===== src/rtl/fetch_queue_pkg.sv =====
// Shared core package for the instruction fetch queue: default widths,
// reset fetch address, bundle widths and small helpers.
package fetch_queue_pkg;

    // Default instruction word-address and instruction widths.
    localparam int FQ_AW = 30;
    localparam int FQ_DW = 32;

    // Default first fetch word address after reset.
    localparam logic [FQ_AW-1:0] FQ_RESET_ADDR = '0;

    // Redirect bundle {valid, target} and decode-side valid bundle
    // {valid, addr, instr} widths at the default sizes.
    localparam int FQ_REDIR_W = 1 + FQ_AW;
    localparam int FQ_VALID_W = 1 + FQ_AW + FQ_DW;

    typedef struct packed {
        logic             valid;
        logic [FQ_AW-1:0] addr;
    } fq_redir_t;

    typedef struct packed {
        logic             valid;
        logic [FQ_AW-1:0] addr;
        logic [FQ_DW-1:0] instr;
    } fq_out_t;

    // Width of an occupancy counter that must represent 0..depth.
    function automatic int fq_count_w(input int depth);
        return $clog2(depth) + 1;
    endfunction

endpackage


===== src/rtl/fetch_queue_sync_fifo.sv =====
// Small synchronous FIFO with wrap-bit pointers and combinational head.
// A flush empties the queue in one cycle and wins over push/pop.
module sync_fifo #(
    parameter int WIDTH = 62,
    parameter int DEPTH = 4
) (
    input  logic                       CLK,
    input  logic                       RSTN,
    input  logic                       flush,
    input  logic                       push,
    input  logic [WIDTH-1:0]           push_data,
    input  logic                       pop,
    output logic [WIDTH-1:0]           head_data,
    output logic                       empty,
    output logic [$clog2(DEPTH):0]     count
);

    localparam int PW = $clog2(DEPTH);

    logic [PW:0]      wr_ptr_reg;
    logic [PW:0]      rd_ptr_reg;
    logic [WIDTH-1:0] mem_reg [DEPTH];
    logic             full;
    logic             wr_en;
    logic             rd_en;

    // Occupancy and status derived from the wrap-bit pointer pair.
    always_comb begin
        count     = wr_ptr_reg - rd_ptr_reg;
        empty     = (wr_ptr_reg == rd_ptr_reg);
        full      = (wr_ptr_reg[PW] != rd_ptr_reg[PW]) &&
                    (wr_ptr_reg[PW-1:0] == rd_ptr_reg[PW-1:0]);
        wr_en     = push && !full && !flush;
        rd_en     = pop && !empty && !flush;
        head_data = mem_reg[rd_ptr_reg[PW-1:0]];
    end

    // Pointer update; flush collapses both pointers back to zero.
    always_ff @(posedge CLK or negedge RSTN) begin
        if (!RSTN) begin
            wr_ptr_reg <= '0;
            rd_ptr_reg <= '0;
        end else if (flush) begin
            wr_ptr_reg <= '0;
            rd_ptr_reg <= '0;
        end else begin
            if (wr_en) wr_ptr_reg <= wr_ptr_reg + 1'b1;
            if (rd_en) rd_ptr_reg <= rd_ptr_reg + 1'b1;
        end
    end

    // Entry storage; contents are only observed through a valid head.
    always_ff @(posedge CLK) begin
        if (wr_en) mem_reg[wr_ptr_reg[PW-1:0]] <= push_data;
    end

endmodule


===== src/rtl/fetch_queue.sv =====
// Instruction fetch queue: issues sequential word fetches while credit
// remains, captures each response one cycle later into a small FIFO and
// hands entries to decode. Redirects flush everything and restart the PC.
module fetch_queue
    import fetch_queue_pkg::*;
#(
    parameter int              AW         = FQ_AW,
    parameter int              DW         = FQ_DW,
    parameter int              DEPTH      = 4,     // power of two, >= 2
    parameter logic [AW-1:0]   RESET_ADDR = AW'(FQ_RESET_ADDR),
    parameter bit              BYPASS     = 1'b0
) (
    input  logic                        CLK,
    input  logic                        RSTN,
    output logic                        IREQ,
    output logic [AW-1:0]               IADDR,
    input  logic [DW-1:0]               INSTR,
    input  logic                        REDIR_VALID,
    input  logic [AW-1:0]               REDIR_ADDR,
    output logic                        OUT_VALID,
    input  logic                        OUT_READY,
    output logic [DW-1:0]               OUT_INSTR,
    output logic [AW-1:0]               OUT_ADDR,
    output logic [$clog2(DEPTH):0]      COUNT
);

    localparam int CW = fq_count_w(DEPTH);
    localparam int EW = AW + DW;

    logic [AW-1:0] pc_reg;
    logic [AW-1:0] resp_addr_reg;
    logic          inflight_reg;

    logic [CW:0]   occupancy;
    logic          arriving;
    logic          bypass_take;
    logic          push;
    logic          pop;
    logic          fifo_empty;
    logic [CW-1:0] fifo_count;
    logic [EW-1:0] head_data;

    // Credit check, response routing and decode-side presentation.
    // IREQ is held low while reset is asserted so nothing issues early.
    always_comb begin
        occupancy   = {1'b0, fifo_count} + {{CW{1'b0}}, inflight_reg};
        IREQ        = RSTN && !REDIR_VALID && (occupancy < (CW+1)'(DEPTH));
        IADDR       = pc_reg;
        arriving    = inflight_reg && !REDIR_VALID;
        bypass_take = BYPASS && fifo_empty && arriving && OUT_READY;
        push        = arriving && !bypass_take;
        pop         = !fifo_empty && OUT_READY && !REDIR_VALID;
        COUNT       = fifo_count;
        OUT_VALID   = 1'b0;
        OUT_ADDR    = '0;
        OUT_INSTR   = '0;
        if (!REDIR_VALID) begin
            if (!fifo_empty) begin
                OUT_VALID             = 1'b1;
                {OUT_ADDR, OUT_INSTR} = head_data;
            end else if (BYPASS && arriving) begin
                OUT_VALID = 1'b1;
                OUT_ADDR  = resp_addr_reg;
                OUT_INSTR = INSTR;
            end
        end
    end

    // Fetch PC and in-flight tracking; a redirect kills the outstanding
    // response and reloads the PC, taking priority over a new issue.
    always_ff @(posedge CLK or negedge RSTN) begin
        if (!RSTN) begin
            pc_reg        <= RESET_ADDR;
            resp_addr_reg <= '0;
            inflight_reg  <= 1'b0;
        end else if (REDIR_VALID) begin
            pc_reg       <= REDIR_ADDR;
            inflight_reg <= 1'b0;
        end else begin
            inflight_reg <= IREQ;
            if (IREQ) begin
                pc_reg        <= pc_reg + AW'(1);
                resp_addr_reg <= pc_reg;
            end
        end
    end

    sync_fifo #(
        .WIDTH (EW),
        .DEPTH (DEPTH)
    ) u_fifo (
        .CLK       (CLK),
        .RSTN      (RSTN),
        .flush     (REDIR_VALID),
        .push      (push),
        .push_data ({resp_addr_reg, INSTR}),
        .pop       (pop),
        .head_data (head_data),
        .empty     (fifo_empty),
        .count     (fifo_count)
    );

endmodule


===== config.mk =====
export PLATFORM = sky130hd
export DESIGN_NAME = fetch_queue
export DESIGN_NICKNAME = d
export VERILOG_FILES = /design/src/rtl/fetch_queue_pkg.sv /design/src/rtl/fetch_queue_sync_fifo.sv /design/src/rtl/fetch_queue.sv
export SDC_FILE = /design/constraint.sdc
export NUM_CORES = 1
export LEC_CHECK = 0
export ABC_AREA = 0
export BUFFER_PORTS_ARGS = -buffer_cell sky130_fd_sc_hd__buf_2
export CORE_ASPECT_RATIO = 2
export CORE_MARGIN = 4
export CORE_UTILIZATION = 50
export CTS_CLUSTER_SIZE = 8
export DETAILED_ROUTE_END_ITERATION = 8
export PLACE_DENSITY = 0.82
export SETUP_SLACK_MARGIN = 0.5
export SLEW_MARGIN = 20
export SYNTH_ARGS = -nofsm -noshare
export SYNTH_HDL_FRONTEND = slang
export SYNTH_SLANG_ARGS = --single-unit

===== constraint.sdc =====
create_clock -name CLK -period 9.6 [get_ports CLK]
set_input_delay 0.96 -clock CLK [delete_from_list [all_inputs] [get_ports CLK]]
set_output_delay 0.96 -clock CLK [all_outputs]
set_load 0.05 [all_outputs]

==> metrics.md <==
| Metric | Value |
|---|---|
| Initial antenna violation count | 0 |
| Initial Util | 50.8% |
| CP Class | reg -> out |
| TritonCTS buffer count | 45 |
| Worst path cell trace | fa_1 -> xnor3_1 -> and3_1 -> and2b_4 -> buf_2 |
| Max clock buf depth | 3 |
| Setup Buffers After CTS | 0 |
| Startpoint types | register |
| Die area | roughly 0.028 sq mm |
| Worst min path class | reg -> reg |
| DRT iter0 DRCs | 405 |
| Syn Area/Cell | 18.2 sq um |
| CTS Hold Bufs | 0 |
| Worst EP arrival | 3.72 ns |
| Status | completed |
| Via count | 6685 |
| Num rows | 82 |
| CP Max Fanout | 65 |
| I/O pins | around 160 |
| Max stage delay on crit path | 0.82 ns |
| Clk slew on worst S/H paths | roughly 0.050 ns |
| Clk root buf | clkbuf_16 |
| Final period util | 48.7% |
| Max_cap viols | 0 |
| Routed Wire Length | about 26000 um |
| Leak pwr | 5.60 nW |
| Netlist cell types | 37 |
| Count of mapped cells out of synthesis | 700 |
| H-Tree Depth | 2 |
| GRT Util Overall | 18.6% |
| Synth top cells by count | edfxtp_1, and2_1, dfrtp_1 |
| Minimum clock period | 4.68 ns |
| Synth area leaders | edfxtp_1, dfrtp_1, mux4_2 |
| PD cells | 246 mW/mm^2 |
| Final Instance Area | 0.0151 sq mm |
| Slowest stage cell on the critical path | dfrtp_4 |
| Vias per Instance | approximately 5.4 |
| CP endpoint kind | output port |
| ANT nets after route | 0 |
| Drt drc | 0 |
| Met3 WL post-DR | 1190 um |
| Yosys Warn Count | 0 |
| Layout cell share with drive strength beyond 1 | 35.3% |
| Critical path buffer and inverter count | 1 |
| Endpoints failing hold | 0 |
| Slew HR | 30.6% |
| Worst slew pin tran | ~1.0 ns |
| HP Start | resp_addr_reg[11] |
| Fin Clk Skew | 0.0150 ns |
| Family with the most delay on the worst path | simple AND/OR/NAND/NOR gates |
| Clk_lat worst skew | 0.51 ns |
| CTS tree | done |
| CTS sink cnt | 315 |
| Area grow syn2layout | 18.4% |
| Finish-stage setup viols | 0 |
| M1 WL | about 9600 um |
| Yosys reg bits | approximately 320 |
| Largest net degree at the start of global routing | 70 |
| Vias in the first global route | 7195 |
| Crit Reg-Reg Startpoint | u_fifo.rd_ptr_reg[1] |
| Max layer used | met4 |
| CTS resizes | 0 |
| Global-route wire length before repair | 40300 um |
| Final Max Slew Viols | 0 |
| Die Ht | around 230 um |
| Worst Setup SP | u_fifo.rd_ptr_reg[1] |
| Asr flop ratio synth | 21.3% |
| Post-synth top area share | between 50 and 60% |
| CORE AREA | 0.0251 sq mm |
| Dpl hpwl | between 15000 and 20000 um |
| Final #Nets | between 900 and 1000 |
| Total grt overflow | 0 |
| Syn Nets | just under 800 |
| Placed Instance Area | 0.0139 sq mm |
| Yosys top cell by area | edfxtp_1 |
| Max VDD drop | 0.179 mV |
| ANT cells | 0 |
| # port buffers | 162 |
| Post-synth EDFFs | 248 |
| Unrepaired setup endpoints after global routing | no |
| Max Fclk | 214 MHz |
| Die X | about 120 um |
| Setup tns final | 0 ns |
| Sequential area share after synthesis | 71.4% |
| Largest register FFs | around 250 |
| Mapped Area | 0.0128 sq mm |
| Most numerous cell in the Yosys netlist | edfxtp_1 |
| Drt wl/cell | 20.8 um |
| Gp weighted congestion | just under 0.8 |
| Top FF cell, synth | edfxtp_1 |
| Met2 WL | 14100 um |
| WP data required | about 8.6 ns |
| DRT Pass-1 Iters | 4 |
| R2r setup slk | roughly 5.8 ns |
[logic make-up (layout without fill, tap and decap cells)]
| kind of cell | Yosys count | after routing | synth area share, % |
|---|---|---|---|
| mux | 96 | 96 | 14.8 |
| fa+ha+maj | 9 | 9 | 0.940 |
| compound gates | 33 | 33 | 1.34 |
| buf+inv | 42 | 244 | 1.55 |
| xor+xnor | 32 | 32 | 2.30 |
| simple gates | 173 | 173 | 7.67 |
| flops | 315 | 315 | 71.4 |
[report_power, final]
part           total [mW]  leakage [nW]  switching, mW  internal [mW]
Combinational       0.620          1.95          0.377          0.243
Sequential           1.73          3.07          0.116           1.61
Clock                1.38         0.584          0.522          0.856
Total                3.73          5.60           1.02           2.71
[stage by stage]
step | cells | utilization [%] | setup WS (ns) | power [mW] | hold slack, ns
2_1_floorplan | 700 | - | 5.62 | 2.20 | 0.472
5_1_grt | 1238 | 60.2 | 4.74 | 3.87 | 0.526
6_report | 1238 | 60.2 | 4.92 | 3.73 | 0.511
4_1_cts | 1238 | 60.2 | 4.84 | 3.76 | 0.516
3_5_place_dp | 1167 | 55.3 | 5.41 | 2.38 | 0.506
3_3_place_gp | 1167 | 55.3 | 5.48 | 2.36 | 0.493
[cell type report]
| class | count | area [sq um] |
|---|---|---|
| Fill cell | 1859 | 10000 |
| Sequential cell | 315 | 9130 |
| Multi-Input combinational cell | 343 | 3480 |
| Clock buffer | 70 | 1220 |
| Timing Repair Buffer | 167 | 851 |
| Tap cell | 336 | 420 |
| Inverter | 6 | 22.5 |
| Clock inverter | 1 | 7.51 |
[layer usage]
layer | global-route usage [%] | vias to the layer above
met5 | 0 | -
li1 | - | 3049
met2 | 33.8 | 189
met3 | 2.92 | 51
met4 | 7.70 | 0
met1 | 21.8 | 3396
[path summary, 6_finish.rpt]
kind	cells after the start	end
max	5	IREQ
min reg2reg	0	u_fifo.mem_reg[2][43]
max reg2reg	7	u_fifo.wr_ptr_reg[2]
max in group asynchronous	2	u_fifo.rd_ptr_reg[1]
min	0	u_fifo.mem_reg[2][43]
min in group asynchronous	2	IADDR[0]
[cell usage in the layout, fill, tap and decap left out, drive strengths merged, types with 2 or more instances in the layout]
| cell | netlist | final |
|---|---|---|
| o21ai | 30 | 30 |
| mux4 | 62 | 62 |
| and2 | 69 | 69 |
| and4 | 6 | 6 |
| nand4 | 15 | 15 |
| clkbuf | 24 | 70 |
| nand2 | 42 | 42 |
| nor3 | 5 | 5 |
| dfrtp | 67 | 67 |
| nor2 | 5 | 5 |
| nor4 | 4 | 4 |
| buf | 12 | 167 |
| mux2i | 2 | 2 |
| xor2 | 21 | 21 |
| edfxtp | 248 | 248 |
| inv | 6 | 6 |
| mux2 | 32 | 32 |
| xnor2 | 10 | 10 |
| and3 | 8 | 8 |
| nand3 | 11 | 11 |
| ha | 8 | 8 |
Power figures use the tool's default switching activity.
